[src/rtl/dmem_arbiter_if.sv]
// Bus bundle for the data-RAM arbiter: CPU port, DMA port and RAM side.
// The arbiter takes the slave view; the environment takes the master view.
interface dmem_arbiter_if #(
    parameter int DMEM_POWER = 18,
    parameter int WORD_W     = 32
);
    // CPU (MEM stage) port
    logic                  c_req;
    logic                  c_we;
    logic [WORD_W-1:0]     c_addr;
    logic [WORD_W-1:0]     c_wdata;
    logic                  c_gnt;
    logic                  c_rvalid;
    logic [WORD_W-1:0]     c_rdata;
    logic                  stallM;

    // Loader / DMA port
    logic                  d_req;
    logic                  d_we;
    logic [WORD_W-1:0]     d_addr;
    logic [WORD_W-1:0]     d_wdata;
    logic                  d_gnt;
    logic                  d_rvalid;
    logic [WORD_W-1:0]     d_rdata;

    // Single-port RAM side
    logic                  mem_en;
    logic                  mem_we;
    logic [DMEM_POWER-1:0] mem_addr;
    logic [WORD_W-1:0]     mem_wdata;
    logic [WORD_W-1:0]     mem_rdata;

    modport slave (
        input  c_req, c_we, c_addr, c_wdata,
        output c_gnt, c_rvalid, c_rdata, stallM,
        input  d_req, d_we, d_addr, d_wdata,
        output d_gnt, d_rvalid, d_rdata,
        output mem_en, mem_we, mem_addr, mem_wdata,
        input  mem_rdata
    );

    modport master (
        output c_req, c_we, c_addr, c_wdata,
        input  c_gnt, c_rvalid, c_rdata, stallM,
        output d_req, d_we, d_addr, d_wdata,
        input  d_gnt, d_rvalid, d_rdata,
        input  mem_en, mem_we, mem_addr, mem_wdata,
        output mem_rdata
    );
endinterface

[src/rtl/dmem_arbiter.sv]
// Data-RAM arbiter: CPU has fixed priority, DMA is forced ahead after
// MAX_WAIT consecutive refusals. One RAM access per cycle; read responses
// are routed back to their requester through a MEM_LAT-deep tag pipeline.
module dmem_arbiter #(
    parameter  int DMEM_POWER = 18,
    parameter  int MEM_LAT    = 2,
    parameter  int MAX_WAIT   = 4,
    localparam int WAIT_W     = $clog2(MAX_WAIT + 1)
) (
    input  logic              clk,
    input  logic              reset,
    dmem_arbiter_if.slave     bus,
    output logic [1:0]        o_state,
    output logic [WAIT_W-1:0] o_wait_cnt
);

    typedef enum logic [1:0] {
        S_IDLE = 2'd0,
        S_CPU  = 2'd1,
        S_DMA  = 2'd2
    } state_t;

    state_t              r_state;
    state_t              w_state_nxt;
    logic [WAIT_W-1:0]   r_wait_cnt;
    logic [MEM_LAT-1:0]  r_tag_vld_p0;
    logic [MEM_LAT-1:0]  r_tag_dma_p0;
    logic [31:0]         r_c_rdata;
    logic [31:0]         r_d_rdata;

    logic                w_force_dma;
    logic                w_c_gnt;
    logic                w_d_gnt;
    logic                w_rd_issue;
    logic                w_c_rvalid;
    logic                w_d_rvalid;
    logic                w_unused;

    // Only the word-index bits of the byte addresses reach the RAM.
    assign w_unused = ^{bus.c_addr[1:0], bus.c_addr[31:DMEM_POWER+2],
                        bus.d_addr[1:0], bus.d_addr[31:DMEM_POWER+2]};

    // Grant: CPU first unless the DMA port has been refused MAX_WAIT times in a row.
    // Reset gates the grants so nothing reaches the RAM while reset is held.
    assign w_force_dma = bus.d_req && (r_wait_cnt == WAIT_W'(MAX_WAIT));
    assign w_c_gnt     = reset && bus.c_req && !w_force_dma;
    assign w_d_gnt     = reset && bus.d_req && !w_c_gnt;
    assign w_rd_issue  = (w_c_gnt && !bus.c_we) || (w_d_gnt && !bus.d_we);

    assign bus.c_gnt   = w_c_gnt;
    assign bus.d_gnt   = w_d_gnt;
    assign bus.stallM  = reset && bus.c_req && !w_c_gnt;
    assign o_wait_cnt  = r_wait_cnt;

    // Drive the granted port onto the RAM; idle bus is all zeros.
    always_comb begin
        bus.mem_en    = 1'b0;
        bus.mem_we    = 1'b0;
        bus.mem_addr  = '0;
        bus.mem_wdata = '0;
        if (w_c_gnt) begin
            bus.mem_en    = 1'b1;
            bus.mem_we    = bus.c_we;
            bus.mem_addr  = bus.c_addr[DMEM_POWER+1:2];
            bus.mem_wdata = bus.c_wdata;
        end else if (w_d_gnt) begin
            bus.mem_en    = 1'b1;
            bus.mem_we    = bus.d_we;
            bus.mem_addr  = bus.d_addr[DMEM_POWER+1:2];
            bus.mem_wdata = bus.d_wdata;
        end
    end

    // Starvation counter: counts refused DMA cycles, saturating, cleared on grant or idle.
    always_ff @(posedge clk or negedge reset) begin
        if (!reset) begin
            r_wait_cnt <= '0;
        end else if (!bus.d_req || w_d_gnt) begin
            r_wait_cnt <= '0;
        end else if (r_wait_cnt != WAIT_W'(MAX_WAIT)) begin
            r_wait_cnt <= r_wait_cnt + WAIT_W'(1);
        end
    end

    // FSM state register: last owner of the RAM.
    always_ff @(posedge clk or negedge reset) begin
        if (!reset) begin
            r_state <= S_IDLE;
        end else begin
            r_state <= w_state_nxt;
        end
    end

    // FSM next state: follows whichever port is granted, IDLE when none.
    always_comb begin
        w_state_nxt = S_IDLE;
        if (w_c_gnt) begin
            w_state_nxt = S_CPU;
        end else if (w_d_gnt) begin
            w_state_nxt = S_DMA;
        end
    end

    // FSM output: owner encoding exported for debug visibility.
    always_comb begin
        o_state = 2'(r_state);
    end

    // ---- issue -> tag pipeline (MEM_LAT stages) ----
    // Read tags {valid, owner} travel alongside the RAM read latency.
    always_ff @(posedge clk or negedge reset) begin
        if (!reset) begin
            r_tag_vld_p0 <= '0;
            r_tag_dma_p0 <= '0;
        end else begin
            r_tag_vld_p0[0] <= w_rd_issue;
            r_tag_dma_p0[0] <= w_d_gnt;
            for (int i = 1; i < MEM_LAT; i++) begin
                r_tag_vld_p0[i] <= r_tag_vld_p0[i-1];
                r_tag_dma_p0[i] <= r_tag_dma_p0[i-1];
            end
        end
    end

    // ---- tag pipeline tail -> response routing ----
    assign w_c_rvalid   = r_tag_vld_p0[MEM_LAT-1] && !r_tag_dma_p0[MEM_LAT-1];
    assign w_d_rvalid   = r_tag_vld_p0[MEM_LAT-1] &&  r_tag_dma_p0[MEM_LAT-1];
    assign bus.c_rvalid = w_c_rvalid;
    assign bus.d_rvalid = w_d_rvalid;
    assign bus.c_rdata  = w_c_rvalid ? bus.mem_rdata : r_c_rdata;
    assign bus.d_rdata  = w_d_rvalid ? bus.mem_rdata : r_d_rdata;

    // Capture each port's last response so rdata holds between pulses.
    always_ff @(posedge clk or negedge reset) begin
        if (!reset) begin
            r_c_rdata <= '0;
            r_d_rdata <= '0;
        end else begin
            if (w_c_rvalid) begin
                r_c_rdata <= bus.mem_rdata;
            end
            if (w_d_rvalid) begin
                r_d_rdata <= bus.mem_rdata;
            end
        end
    end

endmodule

[src/flat_wrapper.sv]
// flat-port wrapper written by rule: the top's interface ports become plain ports
module dmem_arbiter_flat 
#(
    parameter  int DMEM_POWER = 18,
    parameter  int MEM_LAT    = 2,
    parameter  int MAX_WAIT   = 4,
    localparam int WAIT_W     = $clog2(MAX_WAIT + 1)
)
  (clk, reset, o_state, o_wait_cnt, bus_c_req, bus_c_we, bus_c_addr, bus_c_wdata, bus_c_gnt, bus_c_rvalid, bus_c_rdata, bus_stallM, bus_d_req, bus_d_we, bus_d_addr, bus_d_wdata, bus_d_gnt, bus_d_rvalid, bus_d_rdata, bus_mem_en, bus_mem_we, bus_mem_addr, bus_mem_wdata, bus_mem_rdata);
  dmem_arbiter_if #(.DMEM_POWER(DMEM_POWER)) bus_i ();
  input  logic clk;
  input  logic reset;
  output logic [1:0] o_state;
  output logic [WAIT_W-1:0] o_wait_cnt;
  input wire logic [$bits(bus_i.c_req)-1:0] bus_c_req;
  input wire logic [$bits(bus_i.c_we)-1:0] bus_c_we;
  input wire logic [$bits(bus_i.c_addr)-1:0] bus_c_addr;
  input wire logic [$bits(bus_i.c_wdata)-1:0] bus_c_wdata;
  output wire logic [$bits(bus_i.c_gnt)-1:0] bus_c_gnt;
  output wire logic [$bits(bus_i.c_rvalid)-1:0] bus_c_rvalid;
  output wire logic [$bits(bus_i.c_rdata)-1:0] bus_c_rdata;
  output wire logic [$bits(bus_i.stallM)-1:0] bus_stallM;
  input wire logic [$bits(bus_i.d_req)-1:0] bus_d_req;
  input wire logic [$bits(bus_i.d_we)-1:0] bus_d_we;
  input wire logic [$bits(bus_i.d_addr)-1:0] bus_d_addr;
  input wire logic [$bits(bus_i.d_wdata)-1:0] bus_d_wdata;
  output wire logic [$bits(bus_i.d_gnt)-1:0] bus_d_gnt;
  output wire logic [$bits(bus_i.d_rvalid)-1:0] bus_d_rvalid;
  output wire logic [$bits(bus_i.d_rdata)-1:0] bus_d_rdata;
  output wire logic [$bits(bus_i.mem_en)-1:0] bus_mem_en;
  output wire logic [$bits(bus_i.mem_we)-1:0] bus_mem_we;
  output wire logic [$bits(bus_i.mem_addr)-1:0] bus_mem_addr;
  output wire logic [$bits(bus_i.mem_wdata)-1:0] bus_mem_wdata;
  input wire logic [$bits(bus_i.mem_rdata)-1:0] bus_mem_rdata;
  assign bus_i.c_req = bus_c_req;
  assign bus_i.c_we = bus_c_we;
  assign bus_i.c_addr = bus_c_addr;
  assign bus_i.c_wdata = bus_c_wdata;
  assign bus_c_gnt = bus_i.c_gnt;
  assign bus_c_rvalid = bus_i.c_rvalid;
  assign bus_c_rdata = bus_i.c_rdata;
  assign bus_stallM = bus_i.stallM;
  assign bus_i.d_req = bus_d_req;
  assign bus_i.d_we = bus_d_we;
  assign bus_i.d_addr = bus_d_addr;
  assign bus_i.d_wdata = bus_d_wdata;
  assign bus_d_gnt = bus_i.d_gnt;
  assign bus_d_rvalid = bus_i.d_rvalid;
  assign bus_d_rdata = bus_i.d_rdata;
  assign bus_mem_en = bus_i.mem_en;
  assign bus_mem_we = bus_i.mem_we;
  assign bus_mem_addr = bus_i.mem_addr;
  assign bus_mem_wdata = bus_i.mem_wdata;
  assign bus_i.mem_rdata = bus_mem_rdata;
  dmem_arbiter #(.DMEM_POWER(DMEM_POWER), .MEM_LAT(MEM_LAT), .MAX_WAIT(MAX_WAIT)) u_core (.clk(clk), .reset(reset), .bus(bus_i), .o_state(o_state), .o_wait_cnt(o_wait_cnt));
endmodule
[config.mk]
export PLATFORM = sky130hd
export DESIGN_NAME = dmem_arbiter_flat
export DESIGN_NICKNAME = d
export VERILOG_FILES = /design/src/rtl/dmem_arbiter_if.sv /design/src/rtl/dmem_arbiter.sv /design/src/flat_wrapper.sv
export SDC_FILE = /design/constraint.sdc
export NUM_CORES = 1
export LEC_CHECK = 0
export CAP_MARGIN = 20
export CORE_ASPECT_RATIO = 0.5
export CORE_UTILIZATION = 30
export CTS_CLUSTER_DIAMETER = 50
export DETAILED_ROUTE_END_ITERATION = 8
export HOLD_SLACK_MARGIN = 0.08
export PLACE_DENSITY = 0.72
export SETUP_SLACK_MARGIN = 0.3
export SLEW_MARGIN = 15
export SYNTH_ARGS = -nofsm -noshare
export SYNTH_HDL_FRONTEND = slang
export SYNTH_SLANG_ARGS = --single-unit
[constraint.sdc]
create_clock -name clk -period 4.31 [get_ports clk]
set_input_delay 1.293 -clock clk [delete_from_list [all_inputs] [get_ports clk]]
set_output_delay 1.293 -clock clk [all_outputs]
set_load 0.02 [all_outputs]
=== Word level (Yosys, flattened, before mapping) ===
Cells that the tools add are included.

* Register bits: 73
* Bits in latches: 0
* RAM bits: 0
* ROM bits: 0
* Output and inout bits: 126
* Word-level logic and storage cells: 42
* Memories kept: 0

* Add/sub/neg operators: 1
* Multipliers: 0
* Div/mod/pow operators: 0
* Order comparisons: 0
* Equal/unequal tests: 2
* Shift operators: 0
* Mux-type cells: 14
* Bitwise operators: 0
* Reductions and logical operators: 19

{| class="wikitable"
|+ Operators by type and width
! cell !! count
|-
| $mux 32 || 4
|-
| $mux 18 || 2
|-
| $logic_and 1x1->1 || 10
|-
| $logic_not 1->1 || 6
|-
| $mux 3 || 2
|-
| $mux 1 || 4
|-
| $mux 2 || 2
|-
| $add 3x1->3 const B || 1
|-
| $eq 3x3->1 const B || 1
|-
| $ne 3x3->1 const B || 1
|-
| $logic_or 1x1->1 || 2
|-
| $reduce_bool 2->1 || 1
|}

=== Longest topological paths before layout ===
* Word-level depth: 8
* Mapped depth: 6
* Depth with buffers taken out: 4

=== Worst setup path after synthesis ===
Ideal clock, no wire load.

* Kind: input to output
* Start point: input bus_c_req
* End point: output bus_mem_addr[0]
* Arrival time: 2081 ps
* Path slack: 936 ps
* Cell stages on the path: 4
* Path buffers: 2
* Path through: buf_2 > buf_2 > nand3_1 > o22ai_1

* Longest elaborated chain between the ends: 6

{| class="wikitable"
|+ Ends and longest elaborated chain
! element !! RTL line !! RTL
|-
| from (decl) || flat_wrapper.sv:15 || <nowiki>input wire logic [$bits(bus_i.c_req)-1:0] bus_c_req;</nowiki>
|-
| $logic_and 1x1->1 (*) (2 in a row) || dmem_arbiter.sv:46 || <nowiki>assign w_c_gnt = reset && bus.c_req && !w_force_dma;</nowiki>
|-
| $logic_not 1->1 || dmem_arbiter.sv:47 || <nowiki>assign w_d_gnt = reset && bus.d_req && !w_c_gnt;</nowiki>
|-
| $logic_and 1x1->1 || dmem_arbiter.sv:47 ||
|-
| $mux 18 || dmem_arbiter.sv:66 || <nowiki>end else if (w_d_gnt) begin</nowiki>
|-
| $mux 18 (*) || dmem_arbiter.sv:61 || <nowiki>if (w_c_gnt) begin</nowiki>
|-
| to (decl) || flat_wrapper.sv:32 || <nowiki>output wire logic [$bits(bus_i.mem_addr)-1:0] bus_mem_addr;</nowiki>
|}

Mark *: on every way between the ends. The rest lies on a longest branch, timed or not.

=== Worst setup path after layout ===
* Start point: input reset
* End point: output bus_mem_addr[5]

* Longest elaborated chain between the ends: 6

{| class="wikitable"
|+ Ends and longest elaborated chain
! element !! RTL line !! RTL
|-
| from (decl) || flat_wrapper.sv:12 || <nowiki>input logic reset;</nowiki>
|-
| $logic_and 1x1->1 (2 in a row) || dmem_arbiter.sv:46 ||
|-
| $logic_not 1->1 || dmem_arbiter.sv:47 ||
|-
| $logic_and 1x1->1 || dmem_arbiter.sv:47 ||
|-
| $mux 18 || dmem_arbiter.sv:66 ||
|-
| $mux 18 (*) || dmem_arbiter.sv:61 ||
|}

Marks and branches as above.

==> results.toml <==
[synth]
synth_seq_cells = 72
ys_top_cells_by_area = "dfrtp_1, nand3_1, mux2_4, mux2_2, o22ai_1"
synth-edff-count = 0
synth_ff_type = "dfrtp_1"
netlist_area_sq_um = 3969
ys_seq_area_share_pct = 45.40
synth_top_cell_by_area = "dfrtp_1"
synth_warnings = 0
avgSynthCellArea_sq_um = 11.02
ys_types = 26
synthCells = 360
async_flop_share_pct = 100.0
synth_top_area_share_pct = 45.40
syn_nets = 528

[detailed_routing]
drt_wl_total_microns = 12740
drc_errors = 0
drt_iter0_drc = 164
first_pass_iters = 5
route.vias.total = 3809
wl_per_cell_microns = 16.24
drtAntennaViolNets = 0
vias_per_cell = 4.858

[timing]
rsz0062_at_grt = "no"
setup_viol = 0
fin_ws_ns = 0.3517
finalClockSkew_ns = 0.003464
relSlewSlack_pct = 58.05
period_share_pct = 91.84
min_period_ns = 3.958
hold_viol = 0
worst_pin_slew_ns = 0.6279
tns_ns = 0
max_freq_mhz = 252.6
maxSlewViolCount = 0

[placed_design]
place.gp.congestion = 0.7449
io_buffers = 263
preCtsSetupSlack_ns = 0.2356
post-dp-hpwl_microns = 9335
post_dp_cell_area_sq_um = 6714

[setup_path]
cp_slowest_cell = "clkdlybuf4s50_1"
worstSetupPathType = "in2out"
path_cells = "buf_8 > buf_12 > nand3_1 > o22ai_1 > clkdlybuf4s50_1"
crit_path_start_kind = "input port"
critPathMaxFanout = 42
cpPeakStageDelay_ns = 0.62
end_kind = "primary output"
crit_required_ns = 3.02
cp.arrival_ns = 2.67

[global_routing]
grt_start_max_net_pins = 59
antenna_found_initial = 0
grt_pass1_wl_microns = 19950
track_usage_pct = 18.47
grt_pass1_vias = 3824
grt-ovfl-total = 0

[finish]
final-seq-area_sq_um = 1802
fillerInstances = 1119
area_growth_pct = 78.72
layout.nets = 777
drive_gt1_share_pct = 17.10
antenna_cells = 0
multi_input_area_sq_um = 1854
design_area_sq_um = 7093

[clock_network]
cts_max_level = 3
cts_buffer_depth = 2
clk_pin_slew_ns = 0.06
postCtsHoldBufs = 0
ctsRootBufferMaster = "clkbuf_16"
clock_sinks = 72
cts_buffers = 9
insertion_delay_ns = 0.33
cts_tree = "built"
post-cts-setup-buffers = 0

[floorplan]
die_h_microns = 83.33
die_w_microns = 164.7
coreArea_sq_um = 12770
design.die.area_sq_um = 13720
initial_core_util_pct = 31.07
io_pins = 292
num_rows = 29

[power]
max-vdd-ir-drop_mv = 0.3086
p_per_area_nw_per_um2 = 392.1
cellLeakagePower_uw = 0.003113

[run_status]
status = "complete, no violations"

[job]
max_cap_viol_count = 0

[hold_path]
hp-class = "reg2reg"
## cells in the final DEF (no fill, tap or decap)
cell type,n
nand2b_1,1
ha_1,2
o211a_1,1
clkbuf_16,9
dfrtp_1,72
buf_4,12
mux2_4,29
dlymetal6s2s_1,20
a21boi_4,1
o22ai_1,52
nand3_1,102
nand2_2,1
o32ai_1,2
buf_2,2
dlygate4sd2_1,2
and2_1,1
and3_1,1
buf_8,1
nor2b_1,1
nand3b_1,3
inv_6,2
inv_1,3
nand4b_1,1
mux2_2,35
clkinv_4,2
nand2_1,3
and3_2,1
nor2_1,2
nor2b_4,1
o21a_1,2
clkinvlp_4,1
buf_12,6
bufinv_16,2
clkdlybuf4s50_1,238
## synth_stat cells, types with 3 or more instances
cell and count:
buf_2 26, buf_6 6, dfrtp_1 72, buf_4 6, buf_12 3, nand2_1 3, o22ai_1 52, mux2_2 35
inv_1 3, mux2_4 29, nand3_1 102, nand3b_1 3
## cell families after synthesis
logic type                 count (synthesis)  synth area share [%]
buffers and inverters                     46                 8.102
DFF                                       72                 45.40
AOI/OAI and AO/OA                         58                 9.552
adders and majority gates                  2                0.6304
and+or+nand+nor                          118                 15.42
muxes                                     64                 20.90
## flip-flops by register name, indices dropped and copies added, names as in the netlist
| register | count |
|---|---|
| u_core.r_c_rdata | 32 |
| u_core.o_state | 1 |
| u_core.o_wait_cnt | 3 |
| u_core.r_tag_vld_p0 | 2 |
| u_core.r_d_rdata | 32 |
| u_core.r_tag_dma_p0 | 2 |
## critical path: cells and delay by family
kind / cells / cell delay, ns
and+or+nand+nor: 1 / 0.13
AOI/OAI and AO/OA: 1 / 0.14
buffers and inverters: 3 / 1.07
## path summary, 6_finish.rpt
check | startpoint | to | slack, ns | depth (start not counted)
worst min-delay path | u_core.r_tag_dma_p0[0]$_DFF_PN0_ | u_core.r_tag_dma_p0[1]$_DFF_PN0_ | 0.37 | 0
min in group asynchronous | reset | u_core.o_wait_cnt[1]$_DFFE_PN0P_ | 1.06 | 2
worst max register to register | u_core.r_tag_dma_p0[1]$_DFF_PN0_ | u_core.r_c_rdata[29]$_DFF_PN0_ | 2.63 | 3
worst max-delay path | reset | bus_mem_addr[5] | 0.35 | 5
max in group asynchronous | reset | u_core.r_d_rdata[25]$_DFF_PN0_ | 2.75 | 2
worst min register to register | u_core.r_tag_dma_p0[0]$_DFF_PN0_ | u_core.r_tag_dma_p0[1]$_DFF_PN0_ | 0.37 | 0
## timing repair
action	in CTS	in global routing
cloned	0	0
gates resized for setup	3	20
endpoints found under the setup margin	4	20
## final cells by class
type                            instances  area share, %
Multi-Input combinational cell        242          26.14
Clock buffer                            9          3.175
Clock inverter                          7          1.446
Inverter                                3         0.1588
Sequential cell                        72          25.40
Timing Repair Buffer                  281          40.68
Tap cell                              170          2.999
## stage by stage
stage	power (uW)	util, %	hold WS [ns]	cells
global route	2910	55.53	0.3843	784
floorplan	1432	-	0.3312	360
finish	2781	55.53	0.3728	784
global placement	1978	52.57	0.3586	768
detailed placement	1996	52.57	0.3651	768
CTS	2819	55.14	0.3787	784
## report_power, final
part           total [uW]  leakage [uW]  internal (uW)  switching [uW]
clock network         805      0.000157            512             293
registers             865      0.000857            825            40.3
logic                1110       0.00210            600             510
## layer usage
layer	GRT usage (%)	share of wire, %	vias to the layer above
li1	-	-	1833
met1	22.36	42	1824
met2	31.82	50	128
met3	4.346	5.7	24
met4	6.672	2.0	0
met5	0	0	-
Power figures use the tool's default switching activity.
